[config.mk]
export PLATFORM = sky130hd
export DESIGN_NAME = flash_read_sequencer_flat
export DESIGN_NICKNAME = d
export VERILOG_FILES = /design/src/rtl/flash_read_sequencer_if.sv /design/src/rtl/flash_read_sequencer.sv /design/src/flat_wrapper.sv
export SDC_FILE = /design/constraint.sdc
export NUM_CORES = 1
export LEC_CHECK = 0
export ABC_AREA = 0
export CAP_MARGIN = 40
export CORE_UTILIZATION = 27
export DETAILED_ROUTE_END_ITERATION = 10
export PLACE_DENSITY_LB_ADDON = 0.15
export SLEW_MARGIN = 15
export SYNTH_ARGS = -nofsm -noshare
export SYNTH_HDL_FRONTEND = slang
export SYNTH_SLANG_ARGS = --single-unit
[constraint.sdc]
create_clock -name wb_clk_i -period 2.1 [get_ports wb_clk_i]
set_input_delay 0.21 -clock wb_clk_i [delete_from_list [all_inputs] [get_ports wb_clk_i]]
set_output_delay 0.21 -clock wb_clk_i [all_outputs]
set_load 0.005 [all_outputs]
[src/rtl/flash_read_sequencer_if.sv]
// rtl/flash_read_sequencer_if.sv - Wishbone slave bus bundle for the flash read sequencer
interface flash_read_sequencer_if;
    logic        stb;
    logic        cyc;
    logic        we;
    logic [3:0]  sel;
    logic [31:0] adr;
    logic [31:0] dat_w;
    logic [31:0] dat_r;
    logic        ack;

    modport master (output stb, cyc, we, sel, adr, dat_w, input ack, dat_r);
    modport slave  (input stb, cyc, we, sel, adr, dat_w, output ack, dat_r);
endinterface

[src/rtl/flash_read_sequencer.sv]
// rtl/flash_read_sequencer.sv - Wishbone-programmable sense timing sequencer for the 8x8 flash array
module flash_read_sequencer #(
    parameter logic [7:0] DEF_T_PRE = 8'd4,
    parameter logic [7:0] DEF_T_SEN = 8'd4,
    parameter logic [7:0] DEF_T_OUT = 8'd2
) (
    input  logic                    wb_clk_i,
    input  logic                    wb_rst_n,
    flash_read_sequencer_if.slave   wbs,
    output logic                    sen1,
    output logic                    sen2,
    output logic [3:0]              out_en,
    input  logic [7:0]              flash_out,
    output logic                    irq
);
    typedef enum logic [1:0] {IDLE, PRE, SENSE, OUT} state_t;

    state_t          state;
    logic            ack_q;
    logic [31:0]     dat_q;
    logic            scan, irq_en;
    logic [1:0]      group;
    logic [7:0]      t_pre, t_sen, t_out;
    logic            start_p, abort_p;
    logic            done, err;
    logic [3:0][7:0] data;
    logic [1:0]      grp;
    logic            scan_l;
    logic [7:0]      len_pre, len_sen, len_out, cnt;
    logic            req, wr, done_clr, err_clr;
    logic [31:0]     rdata;

    function automatic logic [7:0] eff(input logic [7:0] t);
        return (t == 8'd0) ? 8'd1 : t;
    endfunction

    assign req      = wbs.stb & wbs.cyc & ~ack_q;
    assign wr       = req & wbs.we;
    assign done_clr = wr && (wbs.adr[3:2] == 2'd2) && wbs.sel[0] && wbs.dat_w[1];
    assign err_clr  = wr && (wbs.adr[3:2] == 2'd2) && wbs.sel[0] && wbs.dat_w[2];
    assign wbs.ack   = ack_q;
    assign wbs.dat_r = dat_q;
    assign irq       = done & irq_en;

    wire unused_bits = ^{wbs.adr[31:4], wbs.adr[1:0], wbs.dat_w[31:24], wbs.sel[3]};

    always_comb begin
        rdata = 32'd0;
        case (wbs.adr[3:2])
            2'd0: rdata = {27'd0, irq_en, group, scan, 1'b0};
            2'd1: rdata = {8'd0, t_out, t_sen, t_pre};
            2'd2: rdata = {29'd0, err, done, (state != IDLE)};
            default: rdata = data;
        endcase
    end

    // Register file; START/ABORT become one-cycle pulses so the FSM reacts the cycle after ack.
    always_ff @(posedge wb_clk_i or negedge wb_rst_n) begin
        if (!wb_rst_n) begin
            ack_q   <= 1'b0;
            dat_q   <= 32'd0;
            scan    <= 1'b0;
            group   <= 2'd0;
            irq_en  <= 1'b0;
            t_pre   <= DEF_T_PRE;
            t_sen   <= DEF_T_SEN;
            t_out   <= DEF_T_OUT;
            start_p <= 1'b0;
            abort_p <= 1'b0;
        end else begin
            ack_q   <= req;
            start_p <= 1'b0;
            abort_p <= 1'b0;
            if (req)
                dat_q <= rdata;
            if (wr) begin
                case (wbs.adr[3:2])
                    2'd0: if (wbs.sel[0]) begin
                        start_p <= wbs.dat_w[0];
                        scan    <= wbs.dat_w[1];
                        group   <= wbs.dat_w[3:2];
                        irq_en  <= wbs.dat_w[4];
                        abort_p <= wbs.dat_w[5];
                    end
                    2'd1: begin
                        if (wbs.sel[0]) t_pre <= wbs.dat_w[7:0];
                        if (wbs.sel[1]) t_sen <= wbs.dat_w[15:8];
                        if (wbs.sel[2]) t_out <= wbs.dat_w[23:16];
                    end
                    default: ;
                endcase
            end
        end
    end

    // Sense sequencer; cnt counts down the remaining cycles of the current phase.
    always_ff @(posedge wb_clk_i or negedge wb_rst_n) begin
        if (!wb_rst_n) begin
            state   <= IDLE;
            sen1    <= 1'b0;
            sen2    <= 1'b0;
            out_en  <= 4'd0;
            grp     <= 2'd0;
            scan_l  <= 1'b0;
            cnt     <= 8'd0;
            len_pre <= 8'd1;
            len_sen <= 8'd1;
            len_out <= 8'd1;
            done    <= 1'b0;
            err     <= 1'b0;
            data    <= '0;
        end else begin
            if (done_clr) done <= 1'b0;
            if (err_clr)  err  <= 1'b0;
            if (state == IDLE) begin
                if (start_p && !abort_p) begin
                    len_pre <= eff(t_pre);
                    len_sen <= eff(t_sen);
                    len_out <= eff(t_out);
                    scan_l  <= scan;
                    grp     <= scan ? 2'd0 : group;
                    cnt     <= eff(t_pre) - 8'd1;
                    sen1    <= 1'b1;
                    state   <= PRE;
                end
            end else if (abort_p) begin
                state  <= IDLE;
                sen1   <= 1'b0;
                sen2   <= 1'b0;
                out_en <= 4'd0;
            end else begin
                if (start_p) err <= 1'b1;
                if (cnt != 8'd0) begin
                    cnt <= cnt - 8'd1;
                end else begin
                    case (state)
                        PRE: begin
                            sen1  <= 1'b0;
                            sen2  <= 1'b1;
                            cnt   <= len_sen - 8'd1;
                            state <= SENSE;
                        end
                        SENSE: begin
                            out_en <= 4'b0001 << grp;
                            cnt    <= len_out - 8'd1;
                            state  <= OUT;
                        end
                        OUT: begin
                            data[grp] <= flash_out;
                            out_en    <= 4'd0;
                            sen2      <= 1'b0;
                            if (scan_l && grp != 2'd3) begin
                                grp   <= grp + 2'd1;
                                sen1  <= 1'b1;
                                cnt   <= len_pre - 8'd1;
                                state <= PRE;
                            end else begin
                                done  <= 1'b1;
                                state <= IDLE;
                            end
                        end
                        default: state <= IDLE;
                    endcase
                end
            end
        end
    end
endmodule

[src/flat_wrapper.sv]
// flat-port wrapper written by rule: the top's interface ports become plain ports
module flash_read_sequencer_flat 
#(
    parameter logic [7:0] DEF_T_PRE = 8'd4,
    parameter logic [7:0] DEF_T_SEN = 8'd4,
    parameter logic [7:0] DEF_T_OUT = 8'd2
)
  (wb_clk_i, wb_rst_n, sen1, sen2, out_en, flash_out, irq, wbs_stb, wbs_cyc, wbs_we, wbs_sel, wbs_adr, wbs_dat_w, wbs_ack, wbs_dat_r);
  flash_read_sequencer_if wbs_i ();
  input  logic wb_clk_i;
  input  logic wb_rst_n;
  output logic sen1;
  output logic sen2;
  output logic [3:0] out_en;
  input  logic [7:0] flash_out;
  output logic irq;
  input wire logic [$bits(wbs_i.stb)-1:0] wbs_stb;
  input wire logic [$bits(wbs_i.cyc)-1:0] wbs_cyc;
  input wire logic [$bits(wbs_i.we)-1:0] wbs_we;
  input wire logic [$bits(wbs_i.sel)-1:0] wbs_sel;
  input wire logic [$bits(wbs_i.adr)-1:0] wbs_adr;
  input wire logic [$bits(wbs_i.dat_w)-1:0] wbs_dat_w;
  output wire logic [$bits(wbs_i.ack)-1:0] wbs_ack;
  output wire logic [$bits(wbs_i.dat_r)-1:0] wbs_dat_r;
  assign wbs_i.stb = wbs_stb;
  assign wbs_i.cyc = wbs_cyc;
  assign wbs_i.we = wbs_we;
  assign wbs_i.sel = wbs_sel;
  assign wbs_i.adr = wbs_adr;
  assign wbs_i.dat_w = wbs_dat_w;
  assign wbs_ack = wbs_i.ack;
  assign wbs_dat_r = wbs_i.dat_r;
  flash_read_sequencer #(.DEF_T_PRE(DEF_T_PRE), .DEF_T_SEN(DEF_T_SEN), .DEF_T_OUT(DEF_T_OUT)) u_core (.wb_clk_i(wb_clk_i), .wb_rst_n(wb_rst_n), .wbs(wbs_i), .sen1(sen1), .sen2(sen2), .out_en(out_en), .flash_out(flash_out), .irq(irq));
endmodule
### Yosys cells after proc, flatten, opt, wreduce, memory -nomap -nowiden

Index checks and enable logic that the tools add are counted.

* bitwise gates (word level): 8
* reduce and logical (&&, ||, !) cells: 33
* multiplexer cells: 54
* order comparisons: 2
* add/sub/neg operators: 6
* eq/ne operators: 13
* shifts and indexed selects: 1

Operators by type and width (count)
* $pmux W32 S3: 1
* $mux W8: 9
* $sub A8 B1 Y8 const B: 5
* $bwmux W32: 1
* $logic_not A8 Y1: 3
* $mux W1: 24
* $pmux W8 S3: 1
* $mux W2: 11
* $reduce_and A3 Y1: 6
* $demux W8 S2: 1
* $reduce_and A4 Y1: 3
* $mux W4: 2
* $ne A4 B1 Y1 const B: 2
* $pmux W4 S2: 1
* $reduce_bool A8 Y1: 1
* $logic_and A1 B1 Y1: 7
* $eq A2 B2 Y1 const B: 3
* $ne A2 B2 Y1 const B: 3
* $pmux W2 S3: 1
* $reduce_bool A2 Y1: 3
* $reduce_bool A3 Y1: 2
* $reduce_and A5 Y1: 1
* $reduce_bool A5 Y1: 1
* $and A1 B1 Y1: 4
* other kinds (13): 21

* input port bits: 81
* logic and storage cells: 143
* register bits: 140
* output and inout bits: 40

### Longest topological paths before layout

Gate-level depths: netlist of run 1.

* depth in word-level cells: 12
* depth in mapped cells: 11
* depth with buffers taken out: 10

### Worst setup path after synthesis of run 1

Ideal clock, no wire load.

* path type: register -> register
* start point: register u_core.state[0]
* end point: register u_core.cnt[5]
* period minus slack after synthesis: 2.372 ns
* path buffers: 1
* setup time: 0.069 ns
* stages on the path, launching flop included: 10
* arrival time: 2.303 ns
* required time: 2.031 ns
* slack: -0.272 ns
* cell sequence: dfrtp_1 inv_1 ha_1 buf_4 a211o_1 a221oi_2 a221oi_2 or4b_1 or4_1 nand3_1

* longest elaborated chain between the ends: 5
* elaborated cells between the ends (all ways): 13
* those cells by class: eq/ne: 6; mux: 4; reduce/logical: 3

RTL lines
* start, declared: line flash_read_sequencer.sv:18 `state_t state;`
* start signal, assigned: line flash_read_sequencer.sv:99 `state <= IDLE;`
* start signal, assigned: line flash_read_sequencer.sv:124 `state <= PRE;`
* start signal, assigned: line flash_read_sequencer.sv:127 `state <= IDLE;`
* $eq A2 B2 Y1 / $eq A2 B1 Y1 (equally long branches): line flash_read_sequencer.sv:136 `case (state)`
* $pmux W8 S3: line flash_read_sequencer.sv:136
* $mux W8: line flash_read_sequencer.sv:133 `if (cnt != 8'd0) begin`
* $mux W8: line flash_read_sequencer.sv:126 `end else if (abort_p) begin`
* $mux W8: line flash_read_sequencer.sv:115 `if (state == IDLE) begin`
* end signal, assigned: line flash_read_sequencer.sv:122 `cnt <= eff(t_pre) - 8'd1;`
* end signal, assigned: line flash_read_sequencer.sv:134 `cnt <= cnt - 8'd1;`
* end signal, assigned: line flash_read_sequencer.sv:140 `cnt <= len_sen - 8'd1;`
* end, declared: line flash_read_sequencer.sv:29 `logic [7:0] len_pre, len_sen, len_out, cnt;`

Several ways; a longest one is shown, not always the timed one. The select of a mux whose other input is x is not followed.
A chain may end at the register's enable or synchronous reset.

### Worst setup path in the final report of run 1

Ends and elaborated chain as after synthesis.

==> results.md, run 1 <==
- The flow ran to the end, but the final reports show violations.
- The checks that failed: setup timing.
- The dominant synthesized flop cell is sky130_fd_sc_hd__dfrtp_1.
- The most common library cell in the layout ignoring fill and taps is sky130_fd_sc_hd__dfrtp_1.
- The final layout net count is 776.
- The number of hold-slack violations in the final timing report was 0.
- Routability-driven placement finished with a final weighted congestion of 0.786.
- The tool flagged a number of max-cap violations equal to 0.
- The die footprint is 24500 um2.
- The latest clock arrival within the worst-skew pair is 0.42 ns.
- The clock passes through at most 2 buffers.
- The worst setup path is launched from a register.
- The H-tree depth is 4.
- Static timing analysis puts the maximum clock frequency at 422 MHz.
- The top cell types in the final layout, fill and taps aside, are sky130_fd_sc_hd__dfrtp_1 (132), sky130_fd_sc_hd__mux2_2 (80), sky130_fd_sc_hd__clkdlybuf4s50_1 (80).
- For this run, design rule violations remaining after detail routing come to 0.
- Averaged over all synthesized cells, the footprint is 11.9 um2.
- The clock net in this run drives a total of 140 sinks.
- The synthesis-stage register bit count is 140.
- The critical path start-end classification is register to register.
- Detailed placement ended at an HPWL of 13000 um.
- At the worst endpoint, the arrival time is 2.73 ns.
- For this run, the number of Yosys warnings is 0.
- The first global-routing pass estimated 27800 um of wire.
- Entering global routing, the biggest net connects 64 pins.
- The number of clock buffers inserted by TritonCTS is 17.
- The cell at the root of the clock tree is sky130_fd_sc_hd__clkbuf_16.
- The total overflow left after global routing is 0.
- The total vias in the final route is 4695.
- Walking the worst path, the cells encountered are inv_4, ha_4, or3b_4, a211oi_2, o31a_1, or4b_4, or4_1, nand3_1.
- The cell count after synthesis is 540.
- The class of the most critical hold timing path is input pin to asynchronous set/reset pin.
- The first-pass iteration count of the detailed router is 6.
- Across the VDD grid, the largest voltage drop is 443 uV.
- The DRC marker count from the first detailed-route iteration is 228.
- The initial antenna violation count is 0.
- TritonCTS built the clock tree.
- The layout cell share with drive strength beyond 1 is 32.9%.
- The number of flops mapped to enable cells by yosys is 0.
- The die is 157 um tall.
- For the final database, setup skew stands at 0.00864 ns.
- The smallest clock period supported by the final layout is computed as 2.37 ns.
- In this run the critical register-to-register path is launched from u_core.state[0].
- The final-report max-slew violation count was 0.
- Counting tap cells, the placed design contains a total of 976 instances.
- The worst setup path is captured at a register.
- The top-level port count is 121.
- On the worst path, the slowest cell contributes a delay of 0.53 ns.
- The setup TNS after final layout is -0.768 ns.
- In this run the worst path has a maximum fanout of 8.
- The number of nets with antenna violations after detailed routing is 0.
- Buffers placed on the I/O ports in this run total 81.
- Compared with the post-synthesis result, the final layout area differs by 37.9%.
- In the final routed layout, each cell accounts on average for 17.3 um.
- The cell with the biggest individual delay on the critical path is sky130_fd_sc_hd__or4b_4.
- The power density over the cells is 1040 nW/um2.
- In the routed layout, each cell is associated on average with a via count of 4.61.
- The startpoint of the most critical setup path is u_core.state[0].
- The mapped netlist covers 6440 um2.
- The final core utilization is 37.9%.
- The floorplan has 56 rows.
- In the synthesized netlist the async set-or-reset flop fraction comes to 100%.
- Setup repair after global routing could not meet its margin everywhere.
- The die is 157 um wide.
- The final clock period utilization by the worst path is 113%.
- The total of endpoints with negative setup slack in the final report is 5.
- The worst setup margin is -0.270 ns.
- The initial standard-cell utilization of the core is 27.5%.
- The number of global-route vias before repair is 4848.
- The worst-case setup slack after placement is -0.288 ns.
- The static leakage power is 3.90 nW.
- The worst pin sits at a relative slew slack of 59.8%.
- Global routing used 15.3% of the available tracks.
- The count of non-filler cells in the finished layout is 1019.
- Sequential elements use 54.5% of the synthesized area.
- The number of library cell types mapped by synthesis is 53.
- Counting every net in the synthesized netlist gives 630.
- The area of the core is 23500 um2.
- Overall power consumption after layout is estimated at 9.24 mW.
- After clock tree synthesis, the clock-pin slew on the worst setup and hold paths is 0.06 ns.
- Data on the critical path is required at its endpoint by 2.46 ns.
- The worst-margin pin slew is 0.603 ns.
- The total length of routed wires is 17600 um.
==> kinds of logic (layout without fill, tap and decap cells) <==
| logic type | after synthesis | in the layout | synth area share [%] |
|---|---|---|---|
| XOR/XNOR | 3 | 3 | 0.408 |
| multiplexers | 110 | 110 | 19.1 |
| buffers and inverters | 44 | 203 | 2.95 |
| other | 0 | 1 | 0 |
| flip-flops | 140 | 140 | 54.5 |
| AND/OR/NAND/NOR | 134 | 134 | 10.3 |
| AO/OA/AOI/OAI | 100 | 100 | 11.0 |
| adder cells (fa/ha/maj) | 9 | 9 | 1.75 |
==> flip-flops by register name, summed over array words and instances, names as in the netlist, 4 cells and up <==
| signal | flops |
|---|---|
| u_core.len_out | 8 |
| u_core.data | 32 |
| u_core.out_en | 4 |
| u_core.len_sen | 8 |
| u_core.t_out | 8 |
| u_core.len_pre | 8 |
| u_core.t_pre | 8 |
| u_core.wbs.dat_r | 32 |
| u_core.cnt | 8 |
| u_core.t_sen | 8 |
==> report_power, final <==
group	internal, mW	leakage, nW	switching (mW)	total (mW)
Combinational	1.58	1.83	1.35	2.93
Clock	1.78	0.280	1.12	2.91
Sequential	3.08	1.78	0.333	3.41
==> critical path: cells and delay by family, from the launching register on <==
family,cells,cell delay [ns]
AND/OR/NAND/NOR,4,1.17
buffers and inverters,1,0.10
AO/OA/AOI/OAI,2,0.38
flip-flops,1,0.45
adder cells (fa/ha/maj),1,0.19
==> layout make-up <==
class,count,area [um2]
inverters,15,58.8
flip-flops and latches,140,3510
fillers,2311,14600
well taps,319,399
diodes,1,2.50
clock buffers,26,509
repair buffers,156,1440
multi-input cells,356,2910
clock inverters,6,61.3
==> Yosys cell counts (6+ instances only) <==
cell type	n	area [um2]
sky130_fd_sc_hd__nor3_1	6	30.0
sky130_fd_sc_hd__nand2_1	44	165
sky130_fd_sc_hd__nand3_1	12	60.1
sky130_fd_sc_hd__dfrtp_1	134	3350
sky130_fd_sc_hd__mux2i_1	25	250
sky130_fd_sc_hd__mux2_2	80	901
sky130_fd_sc_hd__ha_1	9	113
sky130_fd_sc_hd__nor2_1	29	109
sky130_fd_sc_hd__o21ai_0	34	170
sky130_fd_sc_hd__buf_1	6	22.5
sky130_fd_sc_hd__inv_1	15	56.3
sky130_fd_sc_hd__a22o_1	21	184
sky130_fd_sc_hd__dfstp_2	6	158
sky130_fd_sc_hd__nand2b_1	7	43.8
sky130_fd_sc_hd__nor4_1	7	43.8
sky130_fd_sc_hd__a21oi_1	14	70.1
sky130_fd_sc_hd__clkbuf_1	14	52.6
==> per-stage QoR <==
step | hold slack (ns) | instance area, um2
floorplan | -0.0856 | 6480
global placement | 0.185 | 8070
detailed placement | 0.184 | 8070
CTS | 0.307 | 8720
global route | 0.336 | 8880
finish | 0.293 | 8880
==> per-layer routing <==
| metal | part of all wire, % | up-vias | track usage, % |
|---|---|---|---|
| met5 | 0 | - | 0 |
| met4 | 1.0 | 0 | 4.76 |
| met3 | 3.9 | 15 | 3.46 |
| met2 | 47 | 83 | 23.9 |
| met1 | 48 | 2353 | 20.9 |
| li1 | - | 2244 | - |
==> what timing repair did <==
item / 4_1_cts / 5_1_grt
hold buffers: 1 / 0
pin swaps: 1 / 12
setup endpoints to repair: 46 / 30
setup buffers: 0 / 9
gates resized for setup: 12 / 27
endpoints found under the hold margin: 47 / 0
==> worst paths after layout <==
| path | end | slack, ns | cells after the start |
|---|---|---|---|
| max | u_core.cnt[5] | -0.27 | 8 |
| min | u_core.data[25] | 0.29 | 2 |
| max reg2reg | u_core.cnt[5] | -0.27 | 8 |
| min reg2reg | u_core.wbs.dat_r[26] | 0.48 | 2 |
| max in group asynchronous | u_core.t_sen[2] | 1.10 | 3 |
| min in group wb_clk_i | u_core.t_sen[3] | 0.40 | 2 |
Note: power is estimated with default switching activity, not from simulation.
==> inputs of run 2 (changes only) <==
- CTS_CLUSTER_DIAMETER: unset -> 100
==> results of run 2 <==
Same layout as run 1: the final DEF is identical, and so are final timing and power.
